===== src/rtl/int_ctrl.sv =====
// int_ctrl: interrupt controller between event sources and the decoder.
//
// Latches rising edges on NSRC request lines into a pending register, gates
// them with a bus-programmable mask and global enable (gie), and picks the
// lowest-index enabled source. It then raises hold to the decoder, waits for
// holdACK, and keeps EXL high until the ISR writes end-of-interrupt.
//
// Optional feature macro: INT_CTRL_VECTOR_EN
//   defined   -> IV is 1 in REQ and SERVICE (vectored entry, irq_id dispatch)
//   undefined -> IV is tied 0 (single entry point, ISR reads STATUS)
//
// Ports:
//   clk      in   system clock
//   rst      in   synchronous reset, active-low
//   src      in   [NSRC] level request lines; 0->1 is an event
//   we       in   bus write strobe
//   addr     in   [5] bus register address (STATUS=BASE, MASK=BASE+1, EOI=BASE+2)
//   dataIn   in   [32] bus write data
//   rdata    out  [32] combinational read data, 0 for unmapped addresses
//   hold     out  interrupt request to decoder
//   holdACK  in   decoder accepted the request
//   EXL      out  exception level, high while the ISR is in service
//   IV       out  vectored-entry select
//   irq_id   out  [4] source being requested/serviced, 0 when idle
module int_ctrl #(
  parameter int          NSRC = 4,
  parameter logic [4:0]  BASE = 5'b11000
) (
  input  logic            clk,
  input  logic            rst,
  input  logic [NSRC-1:0] src,
  input  logic            we,
  input  logic [4:0]      addr,
  input  logic [31:0]     dataIn,
  output logic [31:0]     rdata,
  output logic            hold,
  input  logic            holdACK,
  output logic            EXL,
  output logic            IV,
  output logic [3:0]      irq_id
);

  localparam logic [4:0] STATUS_A = BASE;
  localparam logic [4:0] MASK_A   = BASE + 5'd1;
  localparam logic [4:0] EOI_A    = BASE + 5'd2;

  typedef enum logic [1:0] {
    IDLE    = 2'd0,
    REQ     = 2'd1,
    SERVICE = 2'd2
  } state_t;

  state_t          state;
  logic [NSRC-1:0] src_prev;
  logic [NSRC-1:0] pending;
  logic [NSRC-1:0] mask;
  logic            gie;
  logic [3:0]      id;

  logic [NSRC-1:0] act;
  logic [NSRC-1:0] clr;
  logic [NSRC-1:0] svc_bit;
  logic [15:0]     pend16;
  logic            eoi_wr;
  logic            mask_wr;

  // Upper data bits other than gie are not stored anywhere.
  logic unused_bits;
  assign unused_bits = ^dataIn[30:NSRC];

  // Fixed priority: lowest set index wins.
  function automatic logic [3:0] lowest_idx(input logic [NSRC-1:0] v);
    logic [3:0] r;
    r = 4'd0;
    for (int i = NSRC - 1; i >= 0; i--) begin
      if (v[i]) r = 4'(i);
    end
    return r;
  endfunction

  assign eoi_wr  = we && (addr == EOI_A);
  assign mask_wr = we && (addr == MASK_A);
  assign act     = gie ? (pending & mask) : '0;

  // One-hot of the serviced source; an EOI in SERVICE always retires it.
  always_comb begin
    svc_bit = '0;
    for (int i = 0; i < NSRC; i++) begin
      svc_bit[i] = (id == 4'(i));
    end
  end

  assign clr = eoi_wr ? (dataIn[NSRC-1:0] | ((state == SERVICE) ? svc_bit : '0)) : '0;

  // Edge capture and bus-visible registers. The set term is OR'd after the
  // clear so a new event wins over a same-cycle EOI on that bit.
  always_ff @(posedge clk) begin
    if (!rst) begin
      src_prev <= '0;
      pending  <= '0;
      mask     <= '0;
      gie      <= 1'b0;
    end else begin
      src_prev <= src;
      pending  <= (pending & ~clr) | (src & ~src_prev);
      if (mask_wr) begin
        mask <= dataIn[NSRC-1:0];
        gie  <= dataIn[31];
      end
    end
  end

  // Request/service state machine with registered hold/EXL/IV.
  always_ff @(posedge clk) begin
    if (!rst) begin
      state <= IDLE;
      id    <= 4'd0;
      hold  <= 1'b0;
      EXL   <= 1'b0;
`ifdef INT_CTRL_VECTOR_EN
      IV    <= 1'b0;
`endif
    end else begin
      case (state)
        IDLE: begin
          if (act != '0) begin
            id    <= lowest_idx(act);
            state <= REQ;
            hold  <= 1'b1;
            EXL   <= 1'b0;
`ifdef INT_CTRL_VECTOR_EN
            IV    <= 1'b1;
`endif
          end
        end
        REQ: begin
          // Committed request: id stays frozen regardless of mask/gie changes.
          if (holdACK) begin
            state <= SERVICE;
            hold  <= 1'b0;
            EXL   <= 1'b1;
          end
        end
        SERVICE: begin
          if (eoi_wr) begin
            state <= IDLE;
            EXL   <= 1'b0;
`ifdef INT_CTRL_VECTOR_EN
            IV    <= 1'b0;
`endif
          end
        end
        default: begin
          state <= IDLE;
          hold  <= 1'b0;
          EXL   <= 1'b0;
`ifdef INT_CTRL_VECTOR_EN
          IV    <= 1'b0;
`endif
        end
      endcase
    end
  end

`ifndef INT_CTRL_VECTOR_EN
  assign IV = 1'b0;
`endif

  assign irq_id = (state == IDLE) ? 4'd0 : id;

  always_comb begin
    pend16             = '0;
    pend16[NSRC-1:0]   = pending;
    rdata              = '0;
    if (addr == STATUS_A) begin
      rdata = {gie, state, 13'b0, pend16};
    end else if (addr == MASK_A) begin
      rdata[31]         = gie;
      rdata[NSRC-1:0]   = mask;
    end
  end

endmodule

===== config.mk =====
export PLATFORM = sky130hd
export DESIGN_NAME = int_ctrl
export DESIGN_NICKNAME = d
export VERILOG_FILES = /design/src/rtl/int_ctrl.sv
export SDC_FILE = /design/constraint.sdc
export NUM_CORES = 1
export LEC_CHECK = 0
export BUFFER_PORTS_ARGS = -buffer_cell sky130_fd_sc_hd__clkbuf_2
export CORE_MARGIN = 5
export CORE_UTILIZATION = 43
export DETAILED_ROUTE_END_ITERATION = 10
export PLACE_DENSITY = 0.85
export SYNTH_ARGS = -nofsm -noshare
export SYNTH_HDL_FRONTEND = slang
export SYNTH_SLANG_ARGS = --single-unit

===== constraint.sdc =====
create_clock -name clk -period 2.4 [get_ports clk]
set_input_delay 0.24 -clock clk [delete_from_list [all_inputs] [get_ports clk]]
set_output_delay 0.24 -clock clk [all_outputs]
set_load 0.1 [all_outputs]

Yosys cells after proc, flatten, opt, wreduce, memory -nomap -nowiden
Cells that the tools add are included.
Storage, ports and cells
  word-level logic and storage cells: 59
  bits in registers: 21
  input bits: 45
  output and inout port bits: 39
Operators by class
  muxes and demuxes: 24
  bitwise gates (word level): 8
  equality and inequality tests: 11
  reductions and logical operators: 8
Operators by type and width (count)
  4-bit 2-to-1 mux: 9
  27-bit 2-to-1 mux: 1
  5-bit equality test, second input constant: 3
  4-bit bitwise AND: 3
  4-bit by 2-bit equality test with 1-bit output, second input constant: 2
  2-bit 2-to-1 mux: 4
  4-bit NOT: 2
  4-bit bitwise OR: 2
  1-bit 2-to-1 mux: 7
  2-bit != test, second input constant: 3
  1-bit one-hot mux with 3 select lines: 2
  2-bit one-hot mux with 3 select lines: 1
  3-bit AND reduction: 2
  4-bit by 1-bit equality test with 1-bit output, second input constant: 1
  4-bit zero test: 1
  4-bit nonzero test: 1
  2-bit by 1-bit equality test with 1-bit output, second input constant: 1
  2-bit equality test, second input constant: 1
  1-bit logical AND: 2
  2-bit zero test: 1
  2-bit AND reduction: 1
  1-bit NOT: 1

Depth between registers and ports, before layout
Gate-level depths: netlist (run 1).
  word-level depth: 7
  depth in mapped cells: 6
  depth with buffers taken out: 4

Least setup slack after synthesis (run 1)
Ideal clock, no wire load.
  path kind: input to output
  start: in addr[2]
  end: out rdata[0]
  buffers on the path: 1
  slack: 0.319 ns
  arrival: 1.841 ns
  cell stages on the path: 3
  cells stage by stage: nand4bb_1 > clkbuf_1 > nor2_1
Between the ends
  word-level cells in the longest chain between the ends: 3
Ends and longest elaborated chain
  start: declaration: RTL line 33  | input logic [4:0] addr,
  5-bit equality test: RTL line 177  | end else if (addr == MASK_A) begin
  4-bit 2-to-1 mux: RTL line 177
  4-bit 2-to-1 mux (*): RTL line 175  | if (addr == STATUS_A) begin
  end: declaration: RTL line 35  | output logic [31:0] rdata,
Mark *: on every way between the ends. The rest lies on a longest branch, timed or not.

Worst setup path in the final report (run 1)
  start: reg state[0]
  end: out irq_id[0]
Between the ends
  word-level cells in the longest chain between the ends: 2
Ends and longest elaborated chain
  start: declaration: RTL line 53  | state_t state;
  start signal: assignment: RTL line 116  | state <= IDLE;
  start signal: assignment: RTL line 128  | state <= REQ;
  start signal: assignment: RTL line 139  | state <= SERVICE;
  2-bit zero test: RTL line 169  | assign irq_id = (state == IDLE) ? 4'd0 : id;
  4-bit 2-to-1 mux: RTL line 169
  end: declaration: RTL line 40  | output logic [3:0] irq_id
No other way between the ends.

==> results of run 1 <==
==> stage by stage <==
stage / util, % / total power, mW / cells / hold WS, ns
floorplan: - / 0.615 / 169 / 0.352
global placement: 47.2 / 0.601 / 194 / 0.431
detailed placement: 47.2 / 0.602 / 194 / 0.442
CTS: 48.3 / 0.762 / 198 / 0.134
global route: 48.3 / 0.792 / 198 / 0.146
finish: 48.3 / 0.757 / 198 / 0.142
==> power groups by stage <==
stage	Clock, mW	Combinational [mW]	Sequential [mW]
6_report	0.161	0.253	0.343
5_1_grt	0.183	0.263	0.346
4_1_cts	0.167	0.252	0.343
3_5_place_dp	0	0.252	0.350
3_3_place_gp	0	0.251	0.350
2_1_floorplan	0	0.269	0.346
==> cells in the final DEF, fill, tap and decap left out, drive strengths merged <==
cell type / count
o21ai: 8
dfxtp: 19
nand4b: 1
nand3: 5
a21o: 1
mux2i: 5
a311o: 1
nor2: 10
a21oi: 1
a211oi: 1
o21ba: 2
a211o: 1
o32ai: 2
or4: 1
o221ai: 2
nand4bb: 1
and2: 3
clkbuf: 32
a32oi: 1
inv: 6
nand2b: 1
a21boi: 2
nor2b: 5
nor3b: 1
a31o: 1
conb: 28
nand3b: 2
nand2: 22
a22oi: 2
a311oi: 1
==> worst reg2reg max path, stage by stage (launching register included) <==
cell,delay [ns]
sky130_fd_sc_hd__dfxtp_1,0.42
sky130_fd_sc_hd__nor2b_1,0.40
sky130_fd_sc_hd__nor3b_1,0.23
sky130_fd_sc_hd__o32ai_1,0.09
sky130_fd_sc_hd__a31o_2,0.21
==> cell families after synthesis <==
| logic type | Yosys count |
|---|---|
| and+or+nand+nor | 52 |
| DFF | 19 |
| muxes | 5 |
| buffers and inverters | 39 |
| other | 1 |
| AOI/OAI and AO/OA | 26 |
==> sequential cells by signal (all words and copies together) (netlist names) <==
signal / count
id: 2
pending: 4
hold: 1
mask: 4
state: 2
gie: 1
src_prev: 4
EXL: 1
==> cell type report <==
class	instances	area (sq um)
clock buffer	4	26.3
fill	253	1290
inverter	6	22.5
multi-input combinational	111	601
sequential	19	380
tap	30	37.5
timing repair buffer	28	140
==> worst max path at each step <==
stage	from	cells past startpoint	to	slack, ns
floorplan	addr[2]	3	rdata[0]	0.32
global placement	addr[2]	5	rdata[30]	0.72
detailed placement	addr[2]	5	rdata[29]	0.69
CTS	addr[2]	5	rdata[29]	0.69
global route	state[0]	3	irq_id[0]	0.59
finish	state[0]	3	irq_id[0]	0.69
==> per-layer routing <==
| metal | share of wire [%] | vias to the layer above |
|---|---|---|
| met2 | 48 | 35 |
| met4 | 0.45 | 0 |
| met3 | 10 | 3 |
| li1 | - | 478 |
| met1 | 41 | 404 |
| met5 | 0 | - |
==> impl_metrics.prom, run 1 <==
# TYPE chip_impl_metric gauge
chip_impl_metric{name="avgRoutedWirePerCell",unit="um"} 11.2
chip_impl_metric{name="netlist_instances",unit=""} 142
chip_impl_metric{name="final.setup.worst_slack",unit="ns"} 0.688
chip_impl_metric{name="grt_pass1_vias",unit=""} 781
chip_impl_metric{name="global_route_wire_length_before_repair",unit="um"} 3390
chip_impl_metric{name="relSlewSlack",unit="%"} 63.8
chip_impl_metric{name="postCtsSetupRepairBufs",unit=""} 0
chip_impl_metric{name="r2r_cells",unit=""} 4
chip_impl_metric{name="cts.repair.resized",unit=""} 0
chip_impl_metric{name="routed_wl",unit="um"} 2210
chip_impl_metric{name="starting_drc_count_in_detailed_routing",unit=""} 19
chip_impl_info{name="synth.top_cells.by_area",value="sky130_fd_sc_hd__dfxtp_1, sky130_fd_sc_hd__buf_4, sky130_fd_sc_hd__nand2_1"} 1
chip_impl_metric{name="irDropWorstVdd",unit="V"} 0.000383
chip_impl_metric{name="min_period",unit="ns"} 1.71
chip_impl_metric{name="initial_core_utilization",unit="%"} 45.5
chip_impl_info{name="synth_top_family_by_area",value="buffers and inverters"} 1
chip_impl_metric{name="finalHoldViolations",unit=""} 0
chip_impl_metric{name="clock_path_buffers",unit=""} 2
chip_impl_info{name="critical_path.reg2reg.startpoint",value="state[1]"} 1
chip_impl_metric{name="grt_use_met2",unit="%"} 20.1
chip_impl_info{name="post-synth-top-area-cell",value="sky130_fd_sc_hd__dfxtp_1"} 1
chip_impl_info{name="critPathLaunchType",value="flip-flop"} 1
chip_impl_metric{name="p_clk_share",unit="%"} 21.3
chip_impl_metric{name="global_route.overflow_total",unit=""} 0
chip_impl_metric{name="cts_hold_buffers",unit=""} 0
chip_impl_metric{name="globalRouteTotalUtil",unit="%"} 12.0
chip_impl_metric{name="power_density",unit="nW/um^2"} 627
chip_impl_metric{name="yosys.area_share.xor_xnor",unit="%"} 0
chip_impl_metric{name="vias_per_cell",unit=""} 4.65
chip_impl_metric{name="floorplan_die_area",unit="sq um"} 3780
chip_impl_metric{name="global_route.usage.met3",unit="%"} 4.82
chip_impl_metric{name="rrSetupSlack",unit="ns"} 0.94
chip_impl_metric{name="crit_required",unit="ns"} 2.16
chip_impl_metric{name="dp_hpwl",unit="um"} 1800
chip_impl_metric{name="synth-simple-area-share",unit="%"} 22.4
chip_impl_metric{name="fmax",unit="MHz"} 584
chip_impl_metric{name="detailedRoute.firstPassIterationCount",unit=""} 4
chip_impl_info{name="synth_most_common_cell",value="sky130_fd_sc_hd__buf_4"} 1
chip_impl_metric{name="floorplan.core_area",unit="sq um"} 2500
chip_impl_info{name="crit-reg2reg-capture",value="pending[0]"} 1
chip_impl_metric{name="worst_path_largest_cell_delay",unit="ns"} 0.47
chip_impl_metric{name="max_cap_violations",unit=""} 0
chip_impl_metric{name="layout.cell_area.non_filler",unit="sq um"} 1210
chip_impl_metric{name="seqPwrFrac",unit="%"} 45.3
chip_impl_metric{name="syn-mean-instance-area",unit="sq um"} 8.02
chip_impl_metric{name="ant_nets",unit=""} 0
chip_impl_info{name="kind_of_capture_point_of_the_worst_setup_path",value="output pin"} 1
chip_impl_metric{name="die_x",unit="um"} 61.5
chip_impl_metric{name="area.growth.synth_to_final",unit="%"} 6.04
chip_impl_metric{name="synth.yosys.warnings",unit=""} 0
chip_impl_metric{name="post_route_cells_drive_above_1_share",unit="%"} 20.8
chip_impl_metric{name="period_share",unit="%"} 71.3
chip_impl_metric{name="vias",unit=""} 920
chip_impl_metric{name="dp_worst_setup_slack",unit="ns"} 0.690
chip_impl_info{name="cts_root_buffer",value="sky130_fd_sc_hd__clkbuf_4"} 1
chip_impl_metric{name="placed_cell_area",unit="sq um"} 1180
chip_impl_metric{name="fp-row-count",unit=""} 18
chip_impl_metric{name="clkSinkCount",unit=""} 19
chip_impl_metric{name="leakage",unit="nW"} 0.555
chip_impl_info{name="rsz0062_at_grt",value="no"} 1
chip_impl_metric{name="yosysTopAreaCellShare",unit="%"} 33.4
chip_impl_info{name="status",value="finished clean"} 1
chip_impl_metric{name="numPortBuffers",unit=""} 28
chip_impl_metric{name="clock_tree.htree_level_count",unit=""} 1
chip_impl_metric{name="antenna_cells",unit=""} 0
chip_impl_info{name="path_delay_family",value="flip-flops"} 1
chip_impl_metric{name="timing_max_transition_violations_final",unit=""} 0
chip_impl_info{name="path_cells",value="nor2_1 > nor2b_1 > clkbuf_2"} 1
chip_impl_metric{name="critical_path.n_buffers_inverters",unit=""} 1
chip_impl_info{name="worst_hold_path.endpoint",value="src_prev[2]"} 1
chip_impl_info{name="cts_tree",value="yes"} 1
chip_impl_info{name="yosys_most_used_dff",value="sky130_fd_sc_hd__dfxtp_1"} 1
chip_impl_metric{name="synth-seq-cells",unit=""} 19
chip_impl_metric{name="max_slew.worst_pin.slew",unit="ns"} 0.545
chip_impl_metric{name="worst_skew_pair.late_latency",unit="ns"} 0.30
chip_impl_metric{name="synth.area.mux_share",unit="%"} 4.40
chip_impl_metric{name="nNetsFinal",unit=""} 214
chip_impl_metric{name="io_pins",unit=""} 84
chip_impl_metric{name="synth-compound-area-share",unit="%"} 16.7
chip_impl_metric{name="combPwrFrac",unit="%"} 33.4
chip_impl_metric{name="post-route-drc-count",unit=""} 0
chip_impl_metric{name="adder_cell_area_share_of_the_yosys_netlist",unit="%"} 0
chip_impl_metric{name="power_report.internal_total",unit="uW"} 423
chip_impl_metric{name="number_of_antenna_violations_at_the_first_check_in_global_routing",unit=""} 0
chip_impl_info{name="worst-setup-path-type",value="flip-flop to output pin"} 1
chip_impl_metric{name="grt_start_max_net_pins",unit=""} 27
chip_impl_metric{name="clkSlewWorstSetupHoldPaths",unit="ns"} 0.11
chip_impl_info{name="timing.critical_path.slowest_stage_cell",value="sky130_fd_sc_hd__dfxtp_1"} 1
chip_impl_metric{name="p_switching",unit="uW"} 335
chip_impl_metric{name="critPathArrivalTime",unit="ns"} 1.47
chip_impl_metric{name="cts_buffers",unit=""} 3
chip_impl_metric{name="async_flop_share",unit="%"} 0
chip_impl_info{name="hold_start",value="src[2]"} 1
chip_impl_info{name="min-delay-path-class",value="input pin to flip-flop"} 1
chip_impl_info{name="gr-max-usage-layer",value="met2"} 1
chip_impl_metric{name="gp_congestion",unit=""} 0.789
chip_impl_metric{name="syn_area",unit="sq um"} 1140
chip_impl_metric{name="groute.layer.met1.usage",unit="%"} 14.5
chip_impl_metric{name="totalNegativeSetupSlack",unit="ns"} 0
chip_impl_metric{name="worst_clock_skew",unit="ns"} 0.00818
chip_impl_metric{name="cp_max_fo",unit=""} 8
chip_impl_metric{name="p_sw_share",unit="%"} 44.2
chip_impl_metric{name="report.final.setup_viol",unit=""} 0
chip_impl_metric{name="ys_types",unit=""} 32
chip_impl_metric{name="timing.hold.worst_path_depth",unit=""} 3
chip_impl_info{name="post_synth_most_frequent_cells",value="sky130_fd_sc_hd__buf_4, sky130_fd_sc_hd__nand2_1, sky130_fd_sc_hd__dfxtp_1"} 1
chip_impl_metric{name="edff_count_synth",unit=""} 0
chip_impl_metric{name="seq_area_frac_synth",unit="%"} 33.4
chip_impl_metric{name="die-height",unit="um"} 61.5
Note: power is estimated with default switching activity, not from simulation.
==> inputs of run 2 (changes only) <==
CORE_UTILIZATION = 36   (was 43)
PLACE_DENSITY = 0.76   (was 0.85)
clock period = 1.5 ns   (was 2.4 ns; I/O delays follow)
==> run 2 against run 1 <==
First-iteration DRC count rose to 2.6 times the previous value. Utilization decreased by 1.8 points. Worst hold slack got worse by 0.083 ns. Clock-buffer cell count stayed put. Sequential power increased by 60%. Non-clock buffer count grew 5. Routed wire length up 6.2%. Sequential cell count unchanged. Cell count up 9.6%. Power increased by 60%. Worst setup slack got worse by 0.55 ns. Critical path depth is the same. Largest cell class unchanged.
==> impl_metrics.prom, run 2 (synthesis gave the netlist of run 1 again) <==
# TYPE chip_impl_metric gauge
chip_impl_info{name="status",value="finished clean"} 1
chip_impl_metric{name="report.final.setup_viol",unit=""} 0
chip_impl_metric{name="post_route_cells_drive_above_1_share",unit="%"} 28.3
chip_impl_metric{name="critPathArrivalTime",unit="ns"} 1.21
chip_impl_metric{name="number_of_antenna_violations_at_the_first_check_in_global_routing",unit=""} 0
chip_impl_metric{name="relSlewSlack",unit="%"} 64.0
chip_impl_metric{name="gp_congestion",unit=""} 0.777
chip_impl_metric{name="routed_wl",unit="um"} 2350
chip_impl_metric{name="irDropWorstVdd",unit="V"} 0.000343
chip_impl_metric{name="timing_max_transition_violations_final",unit=""} 0
chip_impl_metric{name="cts_hold_buffers",unit=""} 0
chip_impl_metric{name="area.growth.synth_to_final",unit="%"} 24.6
chip_impl_metric{name="fmax",unit="MHz"} 736
chip_impl_metric{name="dp_hpwl",unit="um"} 1950
chip_impl_metric{name="leakage",unit="nW"} 0.611
chip_impl_metric{name="p_sw_share",unit="%"} 43.5
chip_impl_metric{name="starting_drc_count_in_detailed_routing",unit=""} 50
chip_impl_metric{name="vias_per_cell",unit=""} 4.38
chip_impl_metric{name="crit_required",unit="ns"} 1.35
chip_impl_metric{name="io_pins",unit=""} 84
chip_impl_metric{name="p_clk_share",unit="%"} 20.3
chip_impl_metric{name="global_route_wire_length_before_repair",unit="um"} 3740
chip_impl_metric{name="ant_nets",unit=""} 0
chip_impl_metric{name="max_slew.worst_pin.slew",unit="ns"} 0.542
chip_impl_metric{name="vias",unit=""} 950
chip_impl_metric{name="globalRouteTotalUtil",unit="%"} 11.1
chip_impl_metric{name="period_share",unit="%"} 90.5
chip_impl_metric{name="totalNegativeSetupSlack",unit="ns"} 0
chip_impl_metric{name="r2r_cells",unit=""} 4
chip_impl_info{name="most_common_library_cell_in_the_layout_ignoring_fill_and_taps",value="sky130_fd_sc_hd__conb_1"} 1
chip_impl_metric{name="cp_max_fo",unit=""} 8
chip_impl_metric{name="finalHoldViolations",unit=""} 0
chip_impl_metric{name="power_report.internal_total",unit="uW"} 685
chip_impl_metric{name="antenna_cells",unit=""} 0
chip_impl_info{name="critPathLaunchType",value="flip-flop"} 1
chip_impl_metric{name="initial_core_utilization",unit="%"} 37.3
chip_impl_metric{name="avgRoutedWirePerCell",unit="um"} 10.8
chip_impl_metric{name="combPwrFrac",unit="%"} 34.5
chip_impl_metric{name="timing.hold.worst_path_depth",unit=""} 3
chip_impl_info{name="cts_root_buffer",value="sky130_fd_sc_hd__clkbuf_4"} 1
chip_impl_metric{name="p_switching",unit="uW"} 528
chip_impl_metric{name="die_x",unit="um"} 66.2
chip_impl_info{name="rsz0062_at_grt",value="no"} 1
chip_impl_metric{name="post-route-drc-count",unit=""} 0
chip_impl_info{name="kind_of_capture_point_of_the_worst_setup_path",value="output pin"} 1
chip_impl_metric{name="floorplan_die_area",unit="sq um"} 4390
chip_impl_metric{name="floorplan.core_area",unit="sq um"} 3050
chip_impl_metric{name="power_density",unit="nW/um^2"} 854
chip_impl_metric{name="seqPwrFrac",unit="%"} 45.3
chip_impl_metric{name="grt_start_max_net_pins",unit=""} 20
chip_impl_metric{name="clkSlewWorstSetupHoldPaths",unit="ns"} 0.10
chip_impl_metric{name="detailedRoute.firstPassIterationCount",unit=""} 4
chip_impl_metric{name="total_power",unit="mW"} 1.21
chip_impl_info{name="layout_top_registers",value="mask x4, pending x4, src_prev x4"} 1
chip_impl_metric{name="fp-row-count",unit=""} 20
chip_impl_metric{name="worst_skew_pair.late_latency",unit="ns"} 0.29
chip_impl_metric{name="nNetsFinal",unit=""} 219
chip_impl_metric{name="clkSinkCount",unit=""} 19
chip_impl_metric{name="grt_pass1_vias",unit=""} 853
chip_impl_metric{name="global_route.overflow_total",unit=""} 0
chip_impl_info{name="worst-setup-path-type",value="flip-flop to output pin"} 1
chip_impl_metric{name="clock_path_buffers",unit=""} 2
chip_impl_info{name="min-delay-path-class",value="input pin to flip-flop"} 1
chip_impl_metric{name="min_period",unit="ns"} 1.36
chip_impl_metric{name="cts_buffers",unit=""} 3
chip_impl_metric{name="numPortBuffers",unit=""} 28
chip_impl_info{name="final_cell_mix",value="sky130_fd_sc_hd__conb_1, sky130_fd_sc_hd__nand2_1, sky130_fd_sc_hd__clkbuf_2, sky130_fd_sc_hd__dfxtp_1, sky130_fd_sc_hd__buf_12"} 1
chip_impl_metric{name="postCtsSetupRepairBufs",unit=""} 0
chip_impl_metric{name="die-height",unit="um"} 66.2
chip_impl_info{name="cts_tree",value="yes"} 1
chip_impl_metric{name="clock_tree.htree_level_count",unit=""} 1
chip_impl_metric{name="worst_clock_skew",unit="ns"} 0.00849
chip_impl_metric{name="max_cap_violations",unit=""} 0
## run 2: cell types whose count changed in the layout (fill, tap and decap cells not counted), moves of 3 or more
cell | before | now
sky130_fd_sc_hd__buf_4 | 0 | 5
sky130_fd_sc_hd__buf_12 | 0 | 9
sky130_fd_sc_hd__clkbuf_2 | 28 | 19
sky130_fd_sc_hd__nor2b_2 | 0 | 3
sky130_fd_sc_hd__nor2_2 | 0 | 5
sky130_fd_sc_hd__nor2_1 | 10 | 5
sky130_fd_sc_hd__nor2b_1 | 5 | 2
## run 2: timing repair
action	4_1_cts	5_1_grt
endpoints found under the setup margin	0	2
hold endpoints to repair	0	0
gates resized for setup	0	4
## run 2: worst max-delay path: stages (launching register included)
cell and delay, ns:
sky130_fd_sc_hd__dfxtp_2 0.42, sky130_fd_sc_hd__nor2_1 0.11, sky130_fd_sc_hd__nor2b_2 0.19, sky130_fd_sc_hd__buf_12 0.20
## run 2: final timing paths
kind	from	to	slack, ns
max	state[0]	irq_id[0]	0.14
min	src[2]	src_prev[2]	0.06
max reg2reg	state[1]	pending[0]	0.25
min reg2reg	src_prev[1]	pending[1]	0.46
## run 2: power by group through the flow
stage	registers (mW)	clock network (mW)	logic (mW)
finish	0.549	0.246	0.418
detailed placement	0.560	0	0.416
global route	0.553	0.292	0.436
CTS	0.548	0.256	0.417
floorplan	0.554	0	0.433
global placement	0.559	0	0.414
## run 2: through the flow
| stage | std cells | hold slack [ns] | instance area (sq um) | worst slack, ns | utilization, % |
|---|---|---|---|---|---|
| after floorplan | 169 | 0.262 | 1250 | -0.477 | - |
| after global placement | 213 | 0.356 | 1380 | 0.201 | 45.3 |
| after detailed placement | 213 | 0.364 | 1380 | 0.201 | 45.3 |
| after CTS | 217 | 0.0579 | 1410 | 0.00154 | 46.2 |
| after global routing | 217 | 0.0740 | 1420 | 0.0508 | 46.5 |
| final | 217 | 0.0592 | 1420 | 0.142 | 46.5 |
## run 2: layout make-up
cell class	count	area, sq um
sequential	19	382
timing repair buffer	33	313
inverter	6	22.5
clock buffer	4	26.3
tap	44	55.1
fill	322	1630
multi-input combinational	111	621
## run 2: per-layer routing
layer,track usage [%],vias up,share of wire (%)
li1,-,486,-
met1,13.8,429,42
met2,18.0,33,49
met3,2.38,2,8.3
met4,5.33,0,0.68
met5,0,-,0
==> inputs of run 3 (changes only) <==
BUFFER_PORTS_ARGS = default   (was -buffer_cell sky130_fd_sc_hd__clkbuf_2)
CORE_UTILIZATION = 50   (was 36)
DONT_BUFFER_PORTS = 1   (was default)
PLACE_DENSITY = 0.68   (was 0.76)
==> run 3 against run 2 <==
The run now ends with hold timing left. Register-to-register slack worse by 0.08 ns. Largest power group unchanged. Cell area up 4.6%. Fmax down 3.8%. Critical path type unchanged. Worst setup slack worse by 0.054 ns. Utilization up 21 points. Sequential cell count unchanged. Highest routed layer unchanged. Die area down 24%.
==> impl_metrics.prom, run 3 (synthesis gave the netlist of run 1 again) <==
# TYPE chip_impl_metric gauge
chip_impl_metric{name="critPathArrivalTime",unit="ns"} 1.26
chip_impl_metric{name="post-route-drc-count",unit=""} 0
chip_impl_metric{name="combPwrFrac",unit="%"} 33.7
chip_impl_info{name="final_cell_mix",value="sky130_fd_sc_hd__conb_1, sky130_fd_sc_hd__nand2_1, sky130_fd_sc_hd__dfxtp_1, sky130_fd_sc_hd__dlygate4sd3_1, sky130_fd_sc_hd__buf_12"} 1
chip_impl_info{name="kind_of_capture_point_of_the_worst_setup_path",value="output pin"} 1
chip_impl_info{name="layout_top_registers",value="mask x4, pending x4, src_prev x4"} 1
chip_impl_metric{name="rrSetupSlack",unit="ns"} 0.17
chip_impl_metric{name="layout.cell_area.non_filler",unit="sq um"} 1480
chip_impl_metric{name="crit_required",unit="ns"} 1.35
chip_impl_info{name="hold_start",value="rst"} 1
chip_impl_metric{name="numPortBuffers",unit=""} 0
chip_impl_metric{name="worst_path_largest_cell_delay",unit="ns"} 0.33
chip_impl_metric{name="clock_tree.htree_level_count",unit=""} 1
chip_impl_metric{name="timing_max_transition_violations_final",unit=""} 0
chip_impl_metric{name="area.growth.synth_to_final",unit="%"} 30.3
chip_impl_info{name="cts_root_buffer",value="sky130_fd_sc_hd__clkbuf_4"} 1
chip_impl_metric{name="grt_start_max_net_pins",unit=""} 16
chip_impl_metric{name="p_switching",unit="uW"} 542
chip_impl_metric{name="clkSlewWorstSetupHoldPaths",unit="ns"} 0.11
chip_impl_metric{name="global_route.overflow_total",unit=""} 0
chip_impl_metric{name="antenna_cells",unit=""} 0
chip_impl_metric{name="postCtsSetupRepairBufs",unit=""} 0
chip_impl_metric{name="routed_wl",unit="um"} 2760
chip_impl_metric{name="io_pins",unit=""} 84
chip_impl_metric{name="placed_cells",unit=""} 180
chip_impl_metric{name="floorplan_die_area",unit="sq um"} 3330
chip_impl_metric{name="number_of_antenna_violations_at_the_first_check_in_global_routing",unit=""} 0
chip_impl_metric{name="starting_drc_count_in_detailed_routing",unit=""} 24
chip_impl_metric{name="power_density",unit="nW/um^2"} 829
chip_impl_metric{name="floorplan.core_area",unit="sq um"} 2190
chip_impl_metric{name="avgRoutedWirePerCell",unit="um"} 13.8
chip_impl_metric{name="hold_slack",unit="ns"} -0.00198
chip_impl_metric{name="globalRouteTotalUtil",unit="%"} 16.9
chip_impl_metric{name="final_instance_count_without_filler_cells",unit=""} 200
chip_impl_metric{name="final.setup.worst_slack",unit="ns"} 0.0882
chip_impl_metric{name="period_share",unit="%"} 94.1
chip_impl_metric{name="dp_worst_setup_slack",unit="ns"} 0.186
chip_impl_metric{name="cts_buffers",unit=""} 3
chip_impl_metric{name="clock_path_buffers",unit=""} 2
chip_impl_info{name="worst_hold_path.endpoint",value="mask[1]"} 1
chip_impl_metric{name="placed_cell_area",unit="sq um"} 1290
chip_impl_metric{name="critical_path.n_buffers_inverters",unit=""} 2
chip_impl_metric{name="vias_per_cell",unit=""} 4.98
chip_impl_metric{name="detailedRoute.firstPassIterationCount",unit=""} 4
chip_impl_metric{name="die-height",unit="um"} 57.7
chip_impl_metric{name="leakage",unit="nW"} 0.605
chip_impl_info{name="min-delay-path-class",value="input pin to flip-flop"} 1
chip_impl_info{name="path_delay_family",value="flip-flops"} 1
chip_impl_info{name="critPathLaunchType",value="flip-flop"} 1
chip_impl_info{name="timing.critical_path.slowest_stage_cell",value="sky130_fd_sc_hd__dfxtp_1"} 1
chip_impl_metric{name="global_route_wire_length_before_repair",unit="um"} 4370
chip_impl_metric{name="gp_congestion",unit=""} 0.831
chip_impl_metric{name="timing.hold.worst_path_depth",unit=""} 2
chip_impl_info{name="path_cells",value="buf_4 > nor2_2 > nor2b_2 > buf_12"} 1
chip_impl_metric{name="worst_clock_skew",unit="ns"} 0.00986
chip_impl_metric{name="clkSinkCount",unit=""} 19
chip_impl_metric{name="ant_nets",unit=""} 0
chip_impl_metric{name="irDropWorstVdd",unit="V"} 0.000541
chip_impl_metric{name="finalHoldViolations",unit=""} 1
chip_impl_info{name="cts_tree",value="yes"} 1
chip_impl_metric{name="initial_core_utilization",unit="%"} 52.0
chip_impl_metric{name="p_sw_share",unit="%"} 44.1
chip_impl_metric{name="post_route_cells_drive_above_1_share",unit="%"} 19.2
chip_impl_metric{name="nNetsFinal",unit=""} 218
chip_impl_info{name="worst-setup-path-type",value="flip-flop to output pin"} 1
chip_impl_metric{name="vias",unit=""} 996
chip_impl_metric{name="seqPwrFrac",unit="%"} 44.9
chip_impl_metric{name="r2r_cells",unit=""} 4
chip_impl_metric{name="power_report.internal_total",unit="uW"} 688
chip_impl_metric{name="worst_skew_pair.late_latency",unit="ns"} 0.31
chip_impl_info{name="critical_path.reg2reg.startpoint",value="state[1]"} 1
chip_impl_info{name="status",value="complete, but fails checks"} 1
chip_impl_metric{name="p_clk_share",unit="%"} 21.4
chip_impl_metric{name="min_period",unit="ns"} 1.41
chip_impl_info{name="most_common_library_cell_in_the_layout_ignoring_fill_and_taps",value="sky130_fd_sc_hd__conb_1"} 1
chip_impl_info{name="failing_checks",value="hold timing"} 1
chip_impl_metric{name="dp_hpwl",unit="um"} 1920
chip_impl_metric{name="fmax",unit="MHz"} 708
chip_impl_info{name="crit-reg2reg-capture",value="pending[0]"} 1
chip_impl_metric{name="cp_max_fo",unit=""} 7
chip_impl_metric{name="fp-row-count",unit=""} 17
chip_impl_metric{name="die_x",unit="um"} 57.7
chip_impl_metric{name="max_cap_violations",unit=""} 0
chip_impl_metric{name="report.final.setup_viol",unit=""} 0
chip_impl_metric{name="grt_pass1_vias",unit=""} 979
-- run 3: power by group through the flow --
stage | logic [mW] | registers [mW] | clock network, mW
floorplan | 0.433 | 0.554 | 0
global placement | 0.373 | 0.559 | 0
detailed placement | 0.376 | 0.561 | 0
CTS | 0.407 | 0.549 | 0.266
global route | 0.427 | 0.555 | 0.303
finish | 0.415 | 0.552 | 0.264
-- run 3: cell type report --
class	count	area [sq um]
fill	190	707
clock inverter	1	5.00
timing repair buffer	32	393
sequential	19	380
tap	28	35.0
clock buffer	3	22.5
multi-input combinational	111	626
inverter	6	22.5
-- run 3: what timing repair did --
item / 4_1_cts / 5_1_grt
endpoints found under the hold margin: 14 / 1
hold buffers: 15 / 1
resized for setup: 0 / 2
endpoints found under the setup margin: 0 / 3
-- run 3: stage by stage --
stage	power, mW	TNS (ns)	util (%)
2_1_floorplan	0.987	-1.03	-
3_5_place_dp	0.937	0	58.8
4_1_cts	1.22	0	66.9
6_report	1.23	0	67.7
5_1_grt	1.29	-0.00204	67.7
3_3_place_gp	0.932	0	58.8
-- run 3: worst register-to-register path: cells and delay by family (launching register included) --
family | cells | cell delay, ns
simple gates | 2 | 0.59
flops | 1 | 0.34
compound gates | 2 | 0.31
-- run 3: metal layers --
layer  routed length (um)  part of all wire (%)  GRT usage (%)  vias up
met1                 1020                    37           19.3      438
met5                    0                     0              0        -
met4                  132                   4.8           13.6        0
met3                  278                    10           4.01       17
li1                     -                     -              -      484
met2                 1330                    48           26.8       57
-- run 3: worst max-delay path by stage --
stage                         from    endpoint  slack (ns)  cells after the start
after floorplan           state[0]   irq_id[0]       -0.48                      2
after global placement    state[1]  pending[0]        0.21                      4
after detailed placement  state[1]  pending[0]        0.19                      4
after CTS                 state[0]   irq_id[1]       0.004                      4
after global routing       addr[2]     mask[0]      -0.002                      7
final                     state[0]   irq_id[1]        0.09                      4
